## src/rtl/prefetch_pkg.sv

```systemverilog
// Shared types for the prefetch AR arbiter: request source, arbiter state and
// the outstanding-count width helper.
package prefetch_pkg;

  typedef enum logic {
    SRC_DEM = 1'b0,
    SRC_PF  = 1'b1
  } ar_src_e;

  typedef enum logic [1:0] {
    IDLE,
    HOLD_DEM,
    HOLD_PF
  } arb_state_e;

  function automatic int unsigned out_cnt_width(int unsigned log_reqs);
    return log_reqs + 1;
  endfunction

endpackage

```

## src/rtl/outstanding_counter.sv

```systemverilog
// Up/down count of in-flight reads; saturates at 2^LOG_OUTSTAND_REQS and never
// wraps below zero.
module outstanding_counter
  import prefetch_pkg::*;
#(
  parameter int unsigned LOG_OUTSTAND_REQS = 6
) (
  input  logic                       clk_i,
  input  logic                       rst_i,
  input  logic                       inc_i,
  input  logic                       dec_i,
  output logic [LOG_OUTSTAND_REQS:0] cnt_o
);

  localparam int unsigned CntW = out_cnt_width(LOG_OUTSTAND_REQS);
  localparam logic [CntW-1:0] CntMax = {1'b1, {LOG_OUTSTAND_REQS{1'b0}}};

  logic [CntW-1:0] cnt_q, cnt_d;

  always_comb begin
    cnt_d = cnt_q;
    if (inc_i && !dec_i && cnt_q != CntMax) begin
      cnt_d = cnt_q + 1'b1;
    end else if (dec_i && !inc_i && cnt_q != '0) begin
      cnt_d = cnt_q - 1'b1;
    end
  end

  always_ff @(posedge clk_i) begin
    if (rst_i) begin
      cnt_q <= '0;
    end else begin
      cnt_q <= cnt_d;
    end
  end

  assign cnt_o = cnt_q;

  // A last beat with nothing in flight means the R channel lost track of an AR.
  underflow_a : assert property (@(posedge clk_i) disable iff (rst_i)
    !(dec_i && !inc_i && cnt_q == '0))
    else $error("outstanding_counter: read completion with zero reads in flight");

endmodule

```

## src/rtl/prefetch_ar_arbiter.sv

```systemverilog
// Shares one AXI AR port between demand misses and prefetches, tracks in-flight
// reads and steers R handshakes back to the owner via the ID MSB.
module prefetch_ar_arbiter
  import prefetch_pkg::*;
#(
  parameter int unsigned ADDR_BITS         = 64,
  parameter int unsigned ID_BITS           = 4,
  parameter int unsigned LOG_OUTSTAND_REQS = 6,
  parameter int unsigned PF_STARVE_LIMIT   = 8
) (
  input  logic                       clk,
  input  logic                       reset,
  input  logic                       flushN,
  input  logic                       demValid,
  input  logic [ADDR_BITS-1:0]       demAddr,
  input  logic [ID_BITS-1:0]         demId,
  output logic                       demReady,
  input  logic                       pfValid,
  input  logic [ADDR_BITS-1:0]       pfAddr,
  output logic                       pfReady,
  input  logic [LOG_OUTSTAND_REQS:0] outstandingReqLimit,
  output logic [LOG_OUTSTAND_REQS:0] outstandingReqCnt,
  output logic                       pfAllowed,
  output logic                       arValid,
  output logic [ADDR_BITS-1:0]       arAddr,
  output logic [ID_BITS:0]           arId,
  input  logic                       arReady,
  input  logic                       rValid,
  input  logic [ID_BITS:0]           rId,
  input  logic                       rLast,
  output logic                       rReady,
  output logic                       demRValid,
  input  logic                       demRReady,
  output logic                       pfRValid,
  input  logic                       pfRReady
);

  localparam logic [LOG_OUTSTAND_REQS:0] CntMax = {1'b1, {LOG_OUTSTAND_REQS{1'b0}}};
  localparam int unsigned StarveW = $clog2(PF_STARVE_LIMIT + 1);
  localparam logic [StarveW-1:0] StarveMax = StarveW'(PF_STARVE_LIMIT);

  arb_state_e           state_q, state_d;
  logic [ADDR_BITS-1:0] ar_addr_q, ar_addr_d;
  logic [ID_BITS:0]     ar_id_q, ar_id_d;
  logic [StarveW-1:0]   starve_q, starve_d;

  logic cnt_room, pf_elig, dem_elig;
  logic grant_dem, grant_pf;
  logic ar_hs, r_done;

  assign pfAllowed = outstandingReqCnt < outstandingReqLimit;
  assign cnt_room  = outstandingReqCnt < CntMax;
  assign pf_elig   = pfValid && pfAllowed && flushN && cnt_room;
  assign dem_elig  = demValid && cnt_room;

  always_comb begin
    state_d   = state_q;
    ar_addr_d = ar_addr_q;
    ar_id_d   = ar_id_q;
    starve_d  = starve_q;
    grant_dem = 1'b0;
    grant_pf  = 1'b0;
    unique case (state_q)
      IDLE: begin
        if (starve_q == StarveMax && pf_elig) begin
          grant_pf = 1'b1;
        end else if (dem_elig) begin
          grant_dem = 1'b1;
          if (pf_elig && starve_q != StarveMax) begin
            starve_d = starve_q + 1'b1;
          end
        end else if (pf_elig) begin
          grant_pf = 1'b1;
        end
        if (grant_pf) begin
          state_d   = HOLD_PF;
          ar_addr_d = pfAddr;
          ar_id_d   = {SRC_PF, {ID_BITS{1'b0}}};
          starve_d  = '0;
        end else if (grant_dem) begin
          state_d   = HOLD_DEM;
          ar_addr_d = demAddr;
          ar_id_d   = {SRC_DEM, demId};
        end
      end
      HOLD_DEM, HOLD_PF: begin
        if (arReady) begin
          state_d = IDLE;
        end
      end
      default: state_d = IDLE;
    endcase
    if (!flushN) begin
      starve_d = '0;
    end
  end

  always_ff @(posedge clk) begin
    if (reset) begin
      state_q   <= IDLE;
      ar_addr_q <= '0;
      ar_id_q   <= '0;
      starve_q  <= '0;
    end else begin
      state_q   <= state_d;
      ar_addr_q <= ar_addr_d;
      ar_id_q   <= ar_id_d;
      starve_q  <= starve_d;
    end
  end

  // Acceptance is combinational, so mask it while reset discards the grant.
  assign demReady = grant_dem && !reset;
  assign pfReady  = grant_pf && !reset;

  assign arValid = (state_q != IDLE);
  assign arAddr  = ar_addr_q;
  assign arId    = ar_id_q;

  always_comb begin
    demRValid = 1'b0;
    pfRValid  = 1'b0;
    rReady    = demRReady;
    if (rId[ID_BITS] == SRC_PF) begin
      pfRValid = rValid;
      rReady   = pfRReady;
    end else begin
      demRValid = rValid;
    end
  end

  assign ar_hs  = arValid && arReady;
  assign r_done = rValid && rReady && rLast;

  outstanding_counter #(
    .LOG_OUTSTAND_REQS(LOG_OUTSTAND_REQS)
  ) u_outstanding_counter (
    .clk_i(clk),
    .rst_i(reset),
    .inc_i(ar_hs),
    .dec_i(r_done),
    .cnt_o(outstandingReqCnt)
  );

endmodule

```

## config.mk

```make
export PLATFORM = sky130hd
export DESIGN_NAME = prefetch_ar_arbiter
export DESIGN_NICKNAME = d
export VERILOG_FILES = /design/src/rtl/prefetch_pkg.sv /design/src/rtl/outstanding_counter.sv /design/src/rtl/prefetch_ar_arbiter.sv
export SDC_FILE = /design/constraint.sdc
export NUM_CORES = 1
export LEC_CHECK = 0
export ABC_CLOCK_PERIOD_IN_PS = 6080
export CORE_UTILIZATION = 44
export CTS_BUF_LIST = sky130_fd_sc_hd__clkbuf_2
export CTS_CLUSTER_DIAMETER = 120
export DETAILED_ROUTE_END_ITERATION = 12
export HOLD_SLACK_MARGIN = 0.03
export PLACE_DENSITY = 0.94
export SLEW_MARGIN = 20
export SYNTH_ARGS = -nofsm -noshare
export SYNTH_HDL_FRONTEND = slang
export SYNTH_SLANG_ARGS = --single-unit
```

## constraint.sdc

```tcl
create_clock -name clk -period 6.08 [get_ports clk]
set_input_delay 1.216 -clock clk [delete_from_list [all_inputs] [get_ports clk]]
set_output_delay 1.216 -clock clk [all_outputs]
set_load 0.005 [all_outputs]
```

Yosys cells after proc, flatten, opt, wreduce, memory -nomap -nowiden
Index checks and enable logic that the tools add are counted.
{"block": "totals", "register_bits": 82, "latchBits": 0, "ram_bits": 0, "mem_bits_ro": 0, "input_bits": 154, "mem_count": 0}
{"block": "op_classes", "n_addsub": 3, "mul": 0, "n_div": 0, "n_lt_le_gt_ge": 2, "n_eq_ne": 8, "shift": 0, "n_mux": 26, "bitwise": 1, "n_reduce_logical": 30}
{"op": "two-way mux 64 bit", "n": 2}
{"op": "two-way mux 4 bit", "n": 4}
{"op": "logical AND 1 bit", "n": 15}
{"op": "two-way mux 7 bit", "n": 2}
{"op": "two-way mux 1 bit", "n": 12}
{"op": "two-way mux 5 bit", "n": 2}
{"op": "nonzero test 2 bit", "n": 5}
{"op": "adder 7 x 1 -> 7 bit, second input constant", "n": 1}
{"op": "less-than comparator 7 bit", "n": 1}
{"op": "less-than comparator 7 bit, second input constant", "n": 1}
{"op": "!= test 7 bit, second input constant", "n": 1}
{"op": "nonzero test 7 bit", "n": 1}
{"op": "subtractor 7 x 1 -> 7 bit, second input constant", "n": 1}
{"op": "two-way mux 2 bit", "n": 3}
{"op": "adder 4 x 1 -> 4 bit, second input constant", "n": 1}
{"op": "equality test 4 bit, second input constant", "n": 1}
{"op": "!= test 4 bit, second input constant", "n": 1}
{"op": "case mux 2 bit (2 select lines)", "n": 1}
{"op": "AND reduction 2 bit", "n": 2}
{"op": "AND reduction 4 bit", "n": 1}
{"op": "OR reduction 2 bit", "n": 2}
{"op": "logical NOT 1 bit", "n": 3}
{"op": "!= test 3 bit, second input constant", "n": 1}
{"op": "equality test 2 x 1 -> 1 bit, second input constant", "n": 1}
{"op": "5 further kinds", "n": 5}

Longest topological paths before layout
{"block": "depth", "depth_word": 10, "ltp_mapped": 11}

Modules after synthesis
Synthesis repeated with hierarchy kept, for this count alone.
{"block": "unflattened", "cells_unflattened": 453, "hier_area_um2": 4165.2}
{"mod": "prefetch_ar_arbiter", "n_inst": 1, "cells_each": 396, "area_each_um2": 3628.5, "seq_area_each_um2": 1501.4}
{"mod": "outstanding_counter", "n_inst": 1, "cells_each": 57, "area_each_um2": 536.8, "seq_area_each_um2": 140.1}

Worst setup path after synthesis
Ideal clock, no wire load.
{"block": "synth_timing", "path_kind": "input to output", "start": "in outstandingReqLimit[5]", "end": "out pfReady", "arrival_time_ns": 2.722, "required_time_ns": 4.864, "path_slack_ns": 2.142, "cell_stages": 8, "path_buffers": 2, "path_cell_list": "inv_1 ha_1 a41oi_2 o211ai_4 a211o_1 buf_4 buf_2 nor3_1"}
{"block": "synth_via", "elab_chain_len": 10, "word_cells_on_any_way": 11, "cone_classes": "order compare (1); mux (5); reduce/logical (5)"}
{"element": "from (decl)", "line": "prefetch_ar_arbiter.sv:21", "rtl": "input logic [LOG_OUTSTAND_REQS:0] outstandingReqLimit,"}
{"element": "less-than comparator 7 bit *", "line": "prefetch_ar_arbiter.sv:51", "rtl": "assign pfAllowed = outstandingReqCnt < outstandingReqLimit;"}
{"element": "logical AND 1 bit * (3 in a row)", "line": "prefetch_ar_arbiter.sv:53", "rtl": "assign pf_elig = pfValid && pfAllowed && flushN && cnt_room;"}
{"element": "two-way mux 1 bit", "line": "prefetch_ar_arbiter.sv:72", "rtl": "end else if (pf_elig) begin"}
{"element": "two-way mux 1 bit", "line": "prefetch_ar_arbiter.sv:67", "rtl": "end else if (dem_elig) begin"}
{"element": "two-way mux 1 bit *", "line": "prefetch_ar_arbiter.sv:65", "rtl": "if (starve_q == StarveMax && pf_elig) begin"}
{"element": "two-way mux 1 bit * (2 in a row)", "line": "prefetch_ar_arbiter.sv:63", "rtl": "unique case (state_q)"}
{"element": "logical AND 1 bit *", "line": "prefetch_ar_arbiter.sv:114", "rtl": "assign pfReady = grant_pf && !reset;"}
{"element": "to (decl)", "line": "prefetch_ar_arbiter.sv:20", "rtl": "output logic pfReady,"}
Mark *: on every way between the ends. The rest lies on a longest branch, timed or not. The select of a mux whose other input is x is not followed.

Final worst setup path
{"block": "layout_timing", "start": "in outstandingReqLimit[4]", "end": "out pfReady"}
Same word-level chain as after synthesis.

==> qor.yml <==
clkLatencyLatePin_ns: 0.51
crit_chain: "clkdlybuf4s50_1, inv_1, ha_1, a41oi_2, o211ai_4, a211o_2, nor3_1, clkdlybuf4s50_1"
num_vias: 4822
numPortBuffers: 232
timing.fmax_mhz: 206
total_power_mw: 2.28
p_leak_nw: 2.48
area_growth_syn_to_layout_pct: 55.9
yosys_register_bits: 82
setup_viol: 0
drive_above_1_share_pct: 5.62
post_drt_wl_per_cell_um: 16.9
synth_top_family_by_area: "compound AO/OA/AOI/OAI gates"
grt_pass1_vias: 4664
synth_xor_area_share_pct: 1.00
antenna_left: 0
finalSetupTns_ns: 0
antenna_found_initial: 0
synth_adder_area_share_pct: 4.46
synth_area_leaders: "dfxtp_1 38%, nor3_1 15%, a2111oi_1 8.2%"
pre_cts_slack_ns: 1.22
synthCells: 522
slew_violations: 0
synth.most_common_cell: "nor3_1"
diodes: 0
fp.dieArea_um2: 10300
hpwl_um: 10200
max_cap_viol_count: 0
grt-ovfl-total: 0
rsz0062_at_grt: "no"
synth_seq_area_share_pct: 37.5
coreArea_um2: 9680
cp_max_fo: 4
multi_input_area_um2: 2240
setup_ws_ns: 1.22
crit_type: "in -> out"
dieHeight_um: 102
clk_pin_slew_worst_paths_ns: 0.21
cts_resized: 0
synthMuxAreaShare_pct: 1.74
synth.avg_cell_area_um2: 8.38
track_usage_pct: 27.2
crit_top_cell: "clkdlybuf4s50_1"
crit_slowest_cell: "clkdlybuf4s50_1"
synth_area_um2: 4370
drt_iter0_drc: 168
grt_use_met2_pct: 48.4
synth_cell_types: 50
routed_wl_um: 14600
clkSinkCount: 82
place_congestion: 0.844
fin_worst_skew_ns: 0.0353
cts.path.max_buffers: 2
finish.net_count: 894
cts_tree: "built"
cp_top_family: "buffers and inverters"
use_met3_pct: 5.66
viasPerCell: 5.59
synth_top_area_share_pct: 37.5
drt-pass1-iter-count: 5
die_w_um: 102
tightestPinTransition_ns: 0.794
hp-class: "reg -> reg"
synth_commonest_cells: "131 x nor3_1, 82 x dfxtp_1, 78 x inv_1"
ioPinCount: 237
worstSetupEndpointType: "output port"
dp_cells: 847
peakVddDrop_v: 0.000243
h-tree-depth: 3
slew_headroom_pct: 47.1
critPathRequiredTime_ns: 4.86
grt_pass1_wl_um: 22400
yosys.area.top_type: "dfxtp_1"
outcome: "finished, final reports clean"
yosysWarnings: 0
cts-root-buf: "clkbuf_2"
async_flop_share_pct: 0
fin_util_pct: 70.4
cpPeakStageDelay_ns: 0.57
critical_path_buf_inv_count: 3
synthSimpleGateAreaFrac_pct: 20.8
hold_violations: 0
post-route-min-period_ns: 4.86
fin_crit_sh_pct: 80.0
ys.flop_type: "dfxtp_1"
initial_core_util_pct: 45.2
rows: 36
cts_hold_buf: 0
grt_max_degree: 71
startpoint_type: "primary input"
syn_nets: 691
crit_arrival_ns: 3.65
cts_setup_buffers: 0
cellPowerDensity_nw_per_um2: 334
cts-buffers-inserted: 9
use_met1_pct: 31.3
regArea_um2: 1640
final_cells: 863
nFillCells: 742
synth_edf_count: 0
gr-max-usage-layer: "met2"
synth-compound-area-share_pct: 22.7
remaining_drc_errors: 0
[sequential cells by signal, summed over array words and instances (netlist names)]
signal,cells
arAddr,64
u_outstanding_counter.cnt_o,7
arId,5
starve_q,4
state_q,2
[final cells by class]
class | instances | share of cell area, %
timing repair buffer | 238 | 34.6
multi-input combinational | 316 | 32.9
sequential | 82 | 24.1
inverter | 78 | 4.29
tap | 133 | 2.44
clock inverter | 6 | 0.972
clock buffer | 10 | 0.734
[per-stage QoR]
step / cell area (µm²) / hold slack, ns
after floorplan: 4370 / 0.455
after global placement: 6700 / 0.447
after detailed placement: 6700 / 0.451
after CTS: 6820 / 0.475
after global routing: 6820 / 0.491
final: 6820 / 0.475
[where the power goes]
group	switching, mW	total (mW)	internal [mW]
clock network	0.202	0.299	0.0975
logic	0.570	1.19	0.618
registers	0.102	0.793	0.691
[path summary, 6_finish.rpt]
kind                            from                                          end  slack, ns  cells after the start
max           outstandingReqLimit[4]                                      pfReady       1.22                      8
min          arAddr[63]$_SDFFE_PP0P_                      arAddr[63]$_SDFFE_PP0P_       0.47                      2
max reg2reg  state_q[0]$_SDFFE_PP0P_  u_outstanding_counter.cnt_o[6]$_SDFFE_PP0P_       3.11                     11
min reg2reg  arAddr[63]$_SDFFE_PP0P_                      arAddr[63]$_SDFFE_PP0P_       0.47                      2
[kinds of logic (layout without fill, tap and decap cells)]
kind of cell / Yosys count / in the layout
flops: 82 / 82
xor+xnor: 5 / 5
simple gates: 180 / 180
buf+inv: 124 / 332
mux: 6 / 6
compound gates: 110 / 110
fa+ha+maj: 15 / 15
[layer usage]
layer	share of wire (%)	wire length, µm
met1	39	5750
met2	51	7450
met3	6.7	983
met4	2.9	416
met5	0	0
[layout by cell type (no fill, tap or decap), types with 2 or more instances in the layout]
master / Yosys / routed
ha_1: 14 / 14
nor2b_1: 5 / 5
inv_1: 78 / 78
xor2_1: 3 / 3
nand3_1: 5 / 5
a2111oi_1: 36 / 36
clkbuf_2: 0 / 10
nor3_1: 131 / 131
and3_1: 2 / 2
clkdlybuf4s50_1: 0 / 231
a211oi_1: 3 / 3
mux2i_1: 5 / 5
nand2_1: 14 / 13
xnor2_1: 2 / 2
a21oi_1: 13 / 13
or3_1: 2 / 2
o21ai_0: 6 / 6
nor2_1: 9 / 9
a2111oi_2: 3 / 3
a2111oi_0: 29 / 29
buf_4: 8 / 6
a21o_1: 2 / 2
or4_1: 2 / 2
o21bai_1: 2 / 2
a31o_2: 5 / 5
dfxtp_1: 82 / 82
clkinvlp_4: 0 / 2
[worst min-delay path, cell delays in order, from the launching register on]
cell,delay (ns)
dfxtp_1,0.36
inv_1,0.05
a2111oi_1,0.05
No activity file was read; power rests on OpenSTA's default activity.
